--- src/rtl/wsg_pkg.sv ---
// wsg_pkg: register offsets, sequencer states and sizing helpers for the waveform sound generator.
package wsg_pkg;
  localparam logic [2:0] REG_FREQ0 = 3'd0;
  localparam logic [2:0] REG_FREQ1 = 3'd1;
  localparam logic [2:0] REG_FREQ2 = 3'd2;
  localparam logic [2:0] REG_FREQ3 = 3'd3;
  localparam logic [2:0] REG_FREQ4 = 3'd4;
  localparam logic [2:0] REG_WAVE = 3'd5;
  localparam logic [2:0] REG_VOL = 3'd6;
  typedef enum logic [2:0] {IDLE, FETCH, WAIT, ACC, DONE} state_t;
  function automatic int sum_w(input int channels);
    return 8 + $clog2(channels);
  endfunction
endpackage

--- src/rtl/wsg_tick.sv ---
// wsg_tick: free-running divider producing one tick every DIV clocks.
module wsg_tick #(
  parameter int DIV = 1450
) (
  input  logic clk,
  input  logic reset_n,
  output logic tick
);
  localparam int CW = DIV > 1 ? $clog2(DIV) : 1;
  logic [CW-1:0] cnt;
  assign tick = cnt == CW'(DIV - 1);
  always_ff @(posedge clk or negedge reset_n)
    if (!reset_n) cnt <= '0;
    else cnt <= tick ? '0 : cnt + 1'b1;
endmodule

--- src/rtl/wsg_sound.sv ---
// wsg_sound: time-multiplexed wavetable voices mixed and saturated into one signed sample per audio period.
module wsg_sound
  import wsg_pkg::*;
#(
  parameter int CHANNELS = 3,
  parameter int CLK_HZ = 34800000,
  parameter int SAMPLE_HZ = 24000,
  parameter int ACC_W = 20,
  parameter int IDX_LSB = 13,
  parameter int OUT_W = 10,
  parameter bit LOW_NIB_MASK = 1'b1
) (
  input  logic                      clk,
  input  logic                      reset_n,
  input  logic                      reg_wr,
  input  logic [$clog2(CHANNELS)+2:0] reg_addr,
  input  logic [3:0]                reg_din,
  input  logic [CHANNELS-1:0]       mute,
  output logic                      rom_rd,
  output logic [8:0]                rom_addr,
  input  logic [3:0]                rom_data,
  output logic signed [OUT_W-1:0]   sample_out,
  output logic                      sample_valid,
  output logic                      clip
);
  localparam int DIV = CLK_HZ / SAMPLE_HZ;
  localparam int AW = $clog2(CHANNELS) + 3;
  localparam int CW = CHANNELS > 1 ? $clog2(CHANNELS) : 1;
  localparam int SUM_W = sum_w(CHANNELS);
  if (DIV < 3 * CHANNELS + 3) begin : g_div_chk
    $error("wsg_sound: CLK_HZ/SAMPLE_HZ too small to sequence all voices");
  end
  state_t state, nxt;
  logic tick;
  logic [CW-1:0] ch;
  logic [19:0] freq [CHANNELS];
  logic [3:0] wave [CHANNELS];
  logic [3:0] vol [CHANNELS];
  logic [ACC_W-1:0] acc [CHANNELS];
  logic [ACC_W-1:0] s_acc, s_freq;
  logic [3:0] s_vol;
  logic signed [SUM_W-1:0] sum, p_ext;
  logic signed [4:0] s;
  logic signed [7:0] p8;
  logic [19:0] f_raw, f_eff;
  logic [AW-1:0] wv;
  logic [CW-1:0] wr_v;
  logic wr_ok;
  logic signed [OUT_W-1:0] sat;
  logic sat_clip;
  wsg_tick #(.DIV(DIV)) u_tick (.clk(clk), .reset_n(reset_n), .tick(tick));
  assign wv = reg_addr >> 3;
  assign wr_v = wv[CW-1:0];
  assign wr_ok = reg_wr && wv < AW'(CHANNELS) && reg_addr[2:0] != 3'd7;
  // Upper voices ignore their lowest frequency nibble, as on the original board.
  assign f_raw = freq[ch];
  assign f_eff = (LOW_NIB_MASK && ch != '0) ? {f_raw[19:4], 4'h0} : f_raw;
  assign s = $signed({1'b0, rom_data}) - 5'sd7;
  assign p8 = $signed({4'b0, s_vol}) * $signed({{3{s[4]}}, s});
  assign p_ext = SUM_W'(p8);
  if (SUM_W <= OUT_W) begin : g_ext
    assign sat = OUT_W'(sum);
    assign sat_clip = 1'b0;
  end else begin : g_clamp
    localparam logic signed [SUM_W-1:0] HI = SUM_W'((2 ** (OUT_W - 1)) - 1);
    localparam logic signed [SUM_W-1:0] LO = ~HI;
    assign sat_clip = sum > HI || sum < LO;
    assign sat = sum > HI ? HI[OUT_W-1:0] : sum < LO ? LO[OUT_W-1:0] : sum[OUT_W-1:0];
  end
  always_ff @(posedge clk or negedge reset_n)
    if (!reset_n) state <= IDLE;
    else state <= nxt;
  always_comb begin
    nxt = state;
    unique case (state)
      IDLE:    nxt = tick ? FETCH : IDLE;
      FETCH:   nxt = WAIT;
      WAIT:    nxt = ACC;
      ACC:     nxt = ch == CW'(CHANNELS - 1) ? DONE : FETCH;
      DONE:    nxt = IDLE;
      default: nxt = IDLE;
    endcase
  end
  always_ff @(posedge clk or negedge reset_n)
    if (!reset_n) begin
      for (int i = 0; i < CHANNELS; i++) begin
        freq[i] <= '0;
        wave[i] <= '0;
        vol[i] <= '0;
        acc[i] <= '0;
      end
      ch <= '0;
      s_acc <= '0;
      s_freq <= '0;
      s_vol <= '0;
      sum <= '0;
      rom_rd <= 1'b0;
      rom_addr <= '0;
      sample_out <= '0;
      sample_valid <= 1'b0;
      clip <= 1'b0;
    end else begin
      if (wr_ok) begin
        if (reg_addr[2:0] == REG_WAVE) wave[wr_v] <= reg_din;
        else if (reg_addr[2:0] == REG_VOL) vol[wr_v] <= reg_din;
        else freq[wr_v][{reg_addr[2:0], 2'b00} +: 4] <= reg_din;
      end
      rom_rd <= state == FETCH;
      sample_valid <= state == DONE;
      clip <= state == DONE && sat_clip;
      if (state == IDLE && tick) ch <= '0;
      if (state == FETCH) begin
        s_acc <= acc[ch];
        s_freq <= ACC_W'(f_eff);
        s_vol <= vol[ch];
        rom_addr <= {wave[ch], acc[ch][IDX_LSB +: 5]};
      end
      if (state == ACC) begin
        sum <= mute[ch] ? sum : sum + p_ext;
        acc[ch] <= s_acc + s_freq;
        if (ch != CW'(CHANNELS - 1)) ch <= ch + 1'b1;
      end
      if (state == DONE) begin
        sample_out <= sat;
        sum <= '0;
      end
    end
endmodule
--- config.mk ---
export PLATFORM = sky130hd
export DESIGN_NAME = wsg_sound
export DESIGN_NICKNAME = d
export VERILOG_FILES = /design/src/rtl/wsg_pkg.sv /design/src/rtl/wsg_tick.sv /design/src/rtl/wsg_sound.sv
export SDC_FILE = /design/constraint.sdc
export NUM_CORES = 1
export LEC_CHECK = 0
export ABC_AREA = 1
export ABC_CLOCK_PERIOD_IN_PS = 7510
export BUFFER_PORTS_ARGS = -buffer_cell sky130_fd_sc_hd__buf_2
export CORE_MARGIN = 2
export CORE_UTILIZATION = 30
export CTS_CLUSTER_DIAMETER = 200
export CTS_CLUSTER_SIZE = 10
export DETAILED_ROUTE_END_ITERATION = 8
export GPL_TIMING_DRIVEN = 0
export HOLD_SLACK_MARGIN = 0.06
export SYNTH_ARGS = -nofsm -noshare
export SYNTH_HDL_FRONTEND = slang
export SYNTH_HIERARCHICAL = 1
export SYNTH_SLANG_ARGS = --single-unit
--- constraint.sdc ---
create_clock -name clk -period 7.51 [get_ports clk]
set_clock_uncertainty 0.1 [all_clocks]
set_input_delay 1.1265 -clock clk [delete_from_list [all_inputs] [get_ports clk]]
set_output_delay 1.1265 -clock clk [all_outputs]
set_load 0.005 [all_outputs]
# Word level (Yosys, flattened, before mapping)
# Cells that the tools add are included.
[word_totals]
reg_bits = 235
in_bits = 19
out_inout_bits = 22
word_cells = 100
[classes]
addsub = 6
n_mul = 1
n_lt_le_gt_ge = 6
eq_ne = 11
shifts = 2
muxes = 35
bitwise = 4
n_reduce_logical = 12
[ops]
columns = ["cell", "n"]
rows = [
  ["60-bit bitwise mux", 2],
  ["20-bit 2-to-1 mux", 6],
  ["20-bit binary-select mux with 2-bit select", 2],
  ["20-bit demux with 2-bit select", 2],
  ["10-bit 2-to-1 mux", 3],
  ["12-bit bitwise mux", 2],
  ["4-bit 2-to-1 mux", 6],
  ["20-bit adder", 1],
  ["4-bit by 7-bit variable shift with 20-bit output (first input constant)", 1],
  ["4-bit by 7-bit indexed part select with 20-bit output", 1],
  ["4-bit binary-select mux with 2-bit select", 2],
  ["3-bit one-hot mux with 4 select lines", 1],
  ["11-bit by 1-bit adder with 11-bit output (second input constant)", 1],
  ["11-bit equality test (second input constant)", 1],
  ["11-bit 2-to-1 mux", 1],
  ["10-bit by 8-bit adder with 10-bit output", 1],
  ["3-bit equality test (second input constant)", 3],
  ["4-bit demux with 2-bit select", 1],
  ["5-bit by 5-bit multiplier with 8-bit output", 1],
  ["5-bit negator with 7-bit output", 1],
  ["3-bit by 2-bit equality test with 1-bit output (second input constant)", 2],
  ["3-bit >= comparator (second input constant)", 2],
  ["3-bit by 1-bit less-than comparator with 1-bit output (second input constant)", 2],
  ["2-bit 2-to-1 mux", 3],
  ["other kinds (19)", 29],
]

# Logic depth before layout (Yosys ltp)
[logic_depth]
word_depth = 6
ltp_mapped = 28
ltp_nobuf = 28

# Modules after synthesis
# Netlist, hierarchy kept.
[modules_own_cells]
columns = ["mod", "n_inst", "cells_per_inst", "area_each_um2", "seq_area_each_um2"]
rows = [
  ["wsg_sound", 1, 1175, 9985.8, 4879.7],
  ["wsg_tick", 1, 87, 626.9, 275.3],
]

# Least setup slack after synthesis
# OpenSTA, ideal clock, no wires.
[synth_timing]
path_kind = "input -> register"
start = "in rom_data[0]"
end = "reg sum[9] (netlist: sat[9])"
setup_ns = 0.117
arrival_ns = 5.085
t_required_ns = 7.293
slack_ns = 2.208
path_stages = 24
path_buffers = 0
cell_sequence = "ha_1 nand2_1 nand2_1 inv_1 nand2_1 fa_1 fa_1 fa_1 inv_1 fa_1 nand3_1 nand4_1 nand2_1 inv_1 nand2_1 nand2_1 ha_1 a21oi_1 a21boi_0 nand3_1 inv_1 nand3_1 nand3_1 nand2_1"
[synth_via]
elab_chain_len = 6
[synth_rtl]
columns = ["element", "line_no", "rtl"]
rows = [
  ["from (decl)", "wsg_sound.sv:21", "input logic [3:0] rom_data,"],
  ["4-bit by 3-bit subtractor with 5-bit output", "wsg_sound.sv:58", "assign s = $signed({1'b0, rom_data}) - 5'sd7;"],
  ["5-bit by 5-bit multiplier with 8-bit output", "wsg_sound.sv:59", "assign p8 = $signed({4'b0, s_vol}) * $signed({{3{s[4]}}, s});"],
  ["10-bit by 8-bit adder with 10-bit output", "wsg_sound.sv:119", "sum <= mute[ch] ? sum : sum + p_ext;"],
  ["10-bit 2-to-1 mux", "wsg_sound.sv:119", ""],
  ["10-bit 2-to-1 mux", "wsg_sound.sv:118", "if (state == ACC) begin"],
  ["10-bit 2-to-1 mux", "wsg_sound.sv:123", "if (state == DONE) begin"],
  ["to (signal assigned)", "wsg_sound.sv:119", ""],
  ["to (decl)", "wsg_sound.sv:42", "logic signed [SUM_W-1:0] sum, p_ext;"],
]
# No other way between the ends. The select of a mux whose other input is x is not followed.
# A chain may end at the register's enable or synchronous reset.

# Worst setup path in the final report
# Ends and elaborated chain as after synthesis.

==> impl_metrics.ini <==
[floorplanning]
start_util = 0.306
die_area_sq_um = 36900
fp-row-count = 68
die_w_microns = 192
ioPinCount = 41
die-height_microns = 192
fp.coreArea_sq_um = 34700

[layout]
drive_above_1_share = 0.0971
area_growth_pct = 13.7
fin_cells = 1783
fin_nets = 1406
antenna_cells = 0

[power]
p_sw_frac = 0.238
ir_drop_mv = 0.160
leakagePower_nw = 6.02
p_sw_uw = 569
powerDensity_nw_per_um2 = 198
p_comb_frac = 0.064
p_seq_frac = 0.502
p_int_mw = 1.83
pwr-share-clk = 0.434

[synthesis]
synth.yosys.seq_area_share = 0.486
synth_area_leader_cell = dfrtp_1
synth_top_area_share = 0.486
synth_flop_cell = dfrtp_1
syn_inst = 1262
synth.top_cells.by_count = nand2_1, dfrtp_1, inv_1
syn_area_sq_um = 10600
syn_nets = 1340
synth_seq_cells = 206
ys_warn_count = 6
synth_most_common_cell = nand2_1
avgSynthCellArea_sq_um = 8.41
yosys-top-cells-area = dfrtp_1, nand2_1, ha_1
synth_edf_count = 0
yosysUniqueCellTypes = 40
synthArstFlopShare = 1.00

[clocking]
clockBufferDepth = 3
cts_resized = 0
numCtsBuffers = 24
cts_root_buf = clkbuf_16
cts_tree = built
clkTransAtPathRegs_ps = 60
clk_latency_ps = 540
htreeDepth = 1
clock_sinks = 206
post_cts_buffers = 0
ctsHoldBuffers = 0

[detailed_routing]
drtIter0Drc = 484
vias_per_cell = 4.84
vias = 8634
drc = 0
firstDrtPassIters = 5
wl_microns = 26700
antenna_left = 0
wire_per_inst_microns = 15.0

[placement]
dp_cells = 1757
io_buffers = 39
hpwl_microns = 19300
finalWeightedCongestion = 0.878
preCtsSetupSlack_ps = 1680

[sta]
clock.fmax_mhz = 189
slew_viol_final = 0
fin_crit_ps = 5290
worst_pin_slew_ps = 781
finalHoldViolations = 0
min_period_over_period = 0.705
setup_viol = 0
fin_ws_ps = 2220
timing.setup.tns_ps = 0
rsz0062_at_grt = false
relSlewSlack = 0.479

[worst_setup_path]
worstPathArrival_ps = 5630
max_stage_delay_ps = 560
crit_fanout = 6
critical_path_class = primary input to flop
critPathCapture = sat[9]$_DFFE_PN0P_
critPathSlowestCell = fa_1
reg2regPathDepth = 21
r2r-end = sat[9]$_DFFE_PN0P_
cp_common_cell = nand2_1
r2r_start = s_vol[0]$_DFFE_PN0P_
crit_start = rom_data[0]
end_kind = flop
crit_path_start_kind = primary input
cp.required_ps = 7840
r2r_setup_slack_ps = 2940

[hold_path]
hp-class = flop to flop

[grt]
grt_max_degree = 122
grt_pass1_wl_microns = 45100
grtUsageTotal = 0.152
grt_pass1_vias = 8757
antenna_found_initial = 0
grt_overflow = 0

[job]
cap_violations = 0

[run_status]
status = finished clean
state kept, by name, summed over array words and instances (netlist names):
name,count
acc,54
ch,2
freq,46
rom_addr,4
rom_rd,1
s_acc,18
s_freq,18
s_vol,4
sample_out,10
sample_valid,1
sat,10
state,3
u_tick/cnt,11
vol,12
wave,12
routing by layer:
| layer | up-vias | track usage | wire length, microns |
|---|---|---|---|
| li1 | 4285 | - | - |
| met1 | 4148 | 0.206 | 12500 |
| met2 | 163 | 0.256 | 12500 |
| met3 | 38 | 0.0174 | 1100 |
| met4 | 0 | 0.0417 | 571 |
| met5 | - | 0 | 0 |
critical path, delay by kind of cell:
kind,cells,cell delay (ps)
AOI/OAI and AO/OA,2,360
adders and majority gates,6,2630
buffers and inverters,4,390
and+or+nand+nor,13,1120
cells in the final DEF, fill, tap and decap left out, types with 15 or more instances in the layout:
cell type / netlist / layout
dfrtp_1: 206 / 206
a22oi_1: 37 / 37
nand2_1: 318 / 318
buf_2: 19 / 57
o21ai_0: 102 / 102
nor2_1: 93 / 93
clkbuf_16: 0 / 24
clkbuf_1: 15 / 15
inv_1: 117 / 117
ha_1: 50 / 50
a21oi_1: 101 / 101
o21ai_1: 22 / 22
nand3_1: 71 / 71
metrics by stage:
step	hold WS [ps]	instance area (sq um)	utilization	power, mW
after detailed placement	363	11400	0.329	1.38
after global routing	393	12100	0.347	2.50
after global placement	363	11400	0.328	1.37
after CTS	377	12100	0.347	2.42
final	373	12100	0.347	2.39
after floorplan	342	10600	-	1.31
power groups by stage:
stage                     clock network, mW  logic (mW)  registers (mW)
after floorplan                           0      0.0973            1.21
after global placement                    0       0.148            1.22
after detailed placement                  0       0.155            1.22
after CTS                              1.07       0.157            1.20
after global routing                   1.11       0.181            1.21
final                                  1.04       0.153            1.20
final cells by class:
type	instances	area (sq um)
Buffer	41	200
Fill cell	3621	22700
Timing Repair Buffer	40	233
Clock inverter	2	46.3
Sequential cell	206	5150
Multi-Input combinational cell	890	4790
Inverter	125	469
Tap cell	455	569
Clock buffer	24	601
how the worst min path moves through the flow:
stage	slack, ps	endpoint	depth (start not counted)	from
5_1_grt	390	acc[17]$_DFFE_PN0P_	2	acc[17]$_DFFE_PN0P_
4_1_cts	380	acc[42]$_DFFE_PN0P_	2	acc[42]$_DFFE_PN0P_
6_report	370	acc[42]$_DFFE_PN0P_	2	acc[42]$_DFFE_PN0P_
3_5_place_dp	360	acc[42]$_DFFE_PN0P_	2	acc[42]$_DFFE_PN0P_
3_3_place_gp	360	acc[17]$_DFFE_PN0P_	2	acc[17]$_DFFE_PN0P_
2_1_floorplan	340	acc[2]$_DFFE_PN0P_	2	acc[2]$_DFFE_PN0P_
kinds of logic (layout without fill, tap and decap cells):
family / Yosys count / count (layout) / synth area share
adder cells (fa/ha/maj): 59 / 59 / 0.0759
flip-flops: 206 / 206 / 0.486
buffers and inverters: 166 / 232 / 0.0631
XOR/XNOR: 18 / 18 / 0.0149
other: 1 / 1 / 0.000353
AND/OR/NAND/NOR: 528 / 528 / 0.213
AO/OA/AOI/OAI: 284 / 284 / 0.147
(Power assumes the default switching activity.)
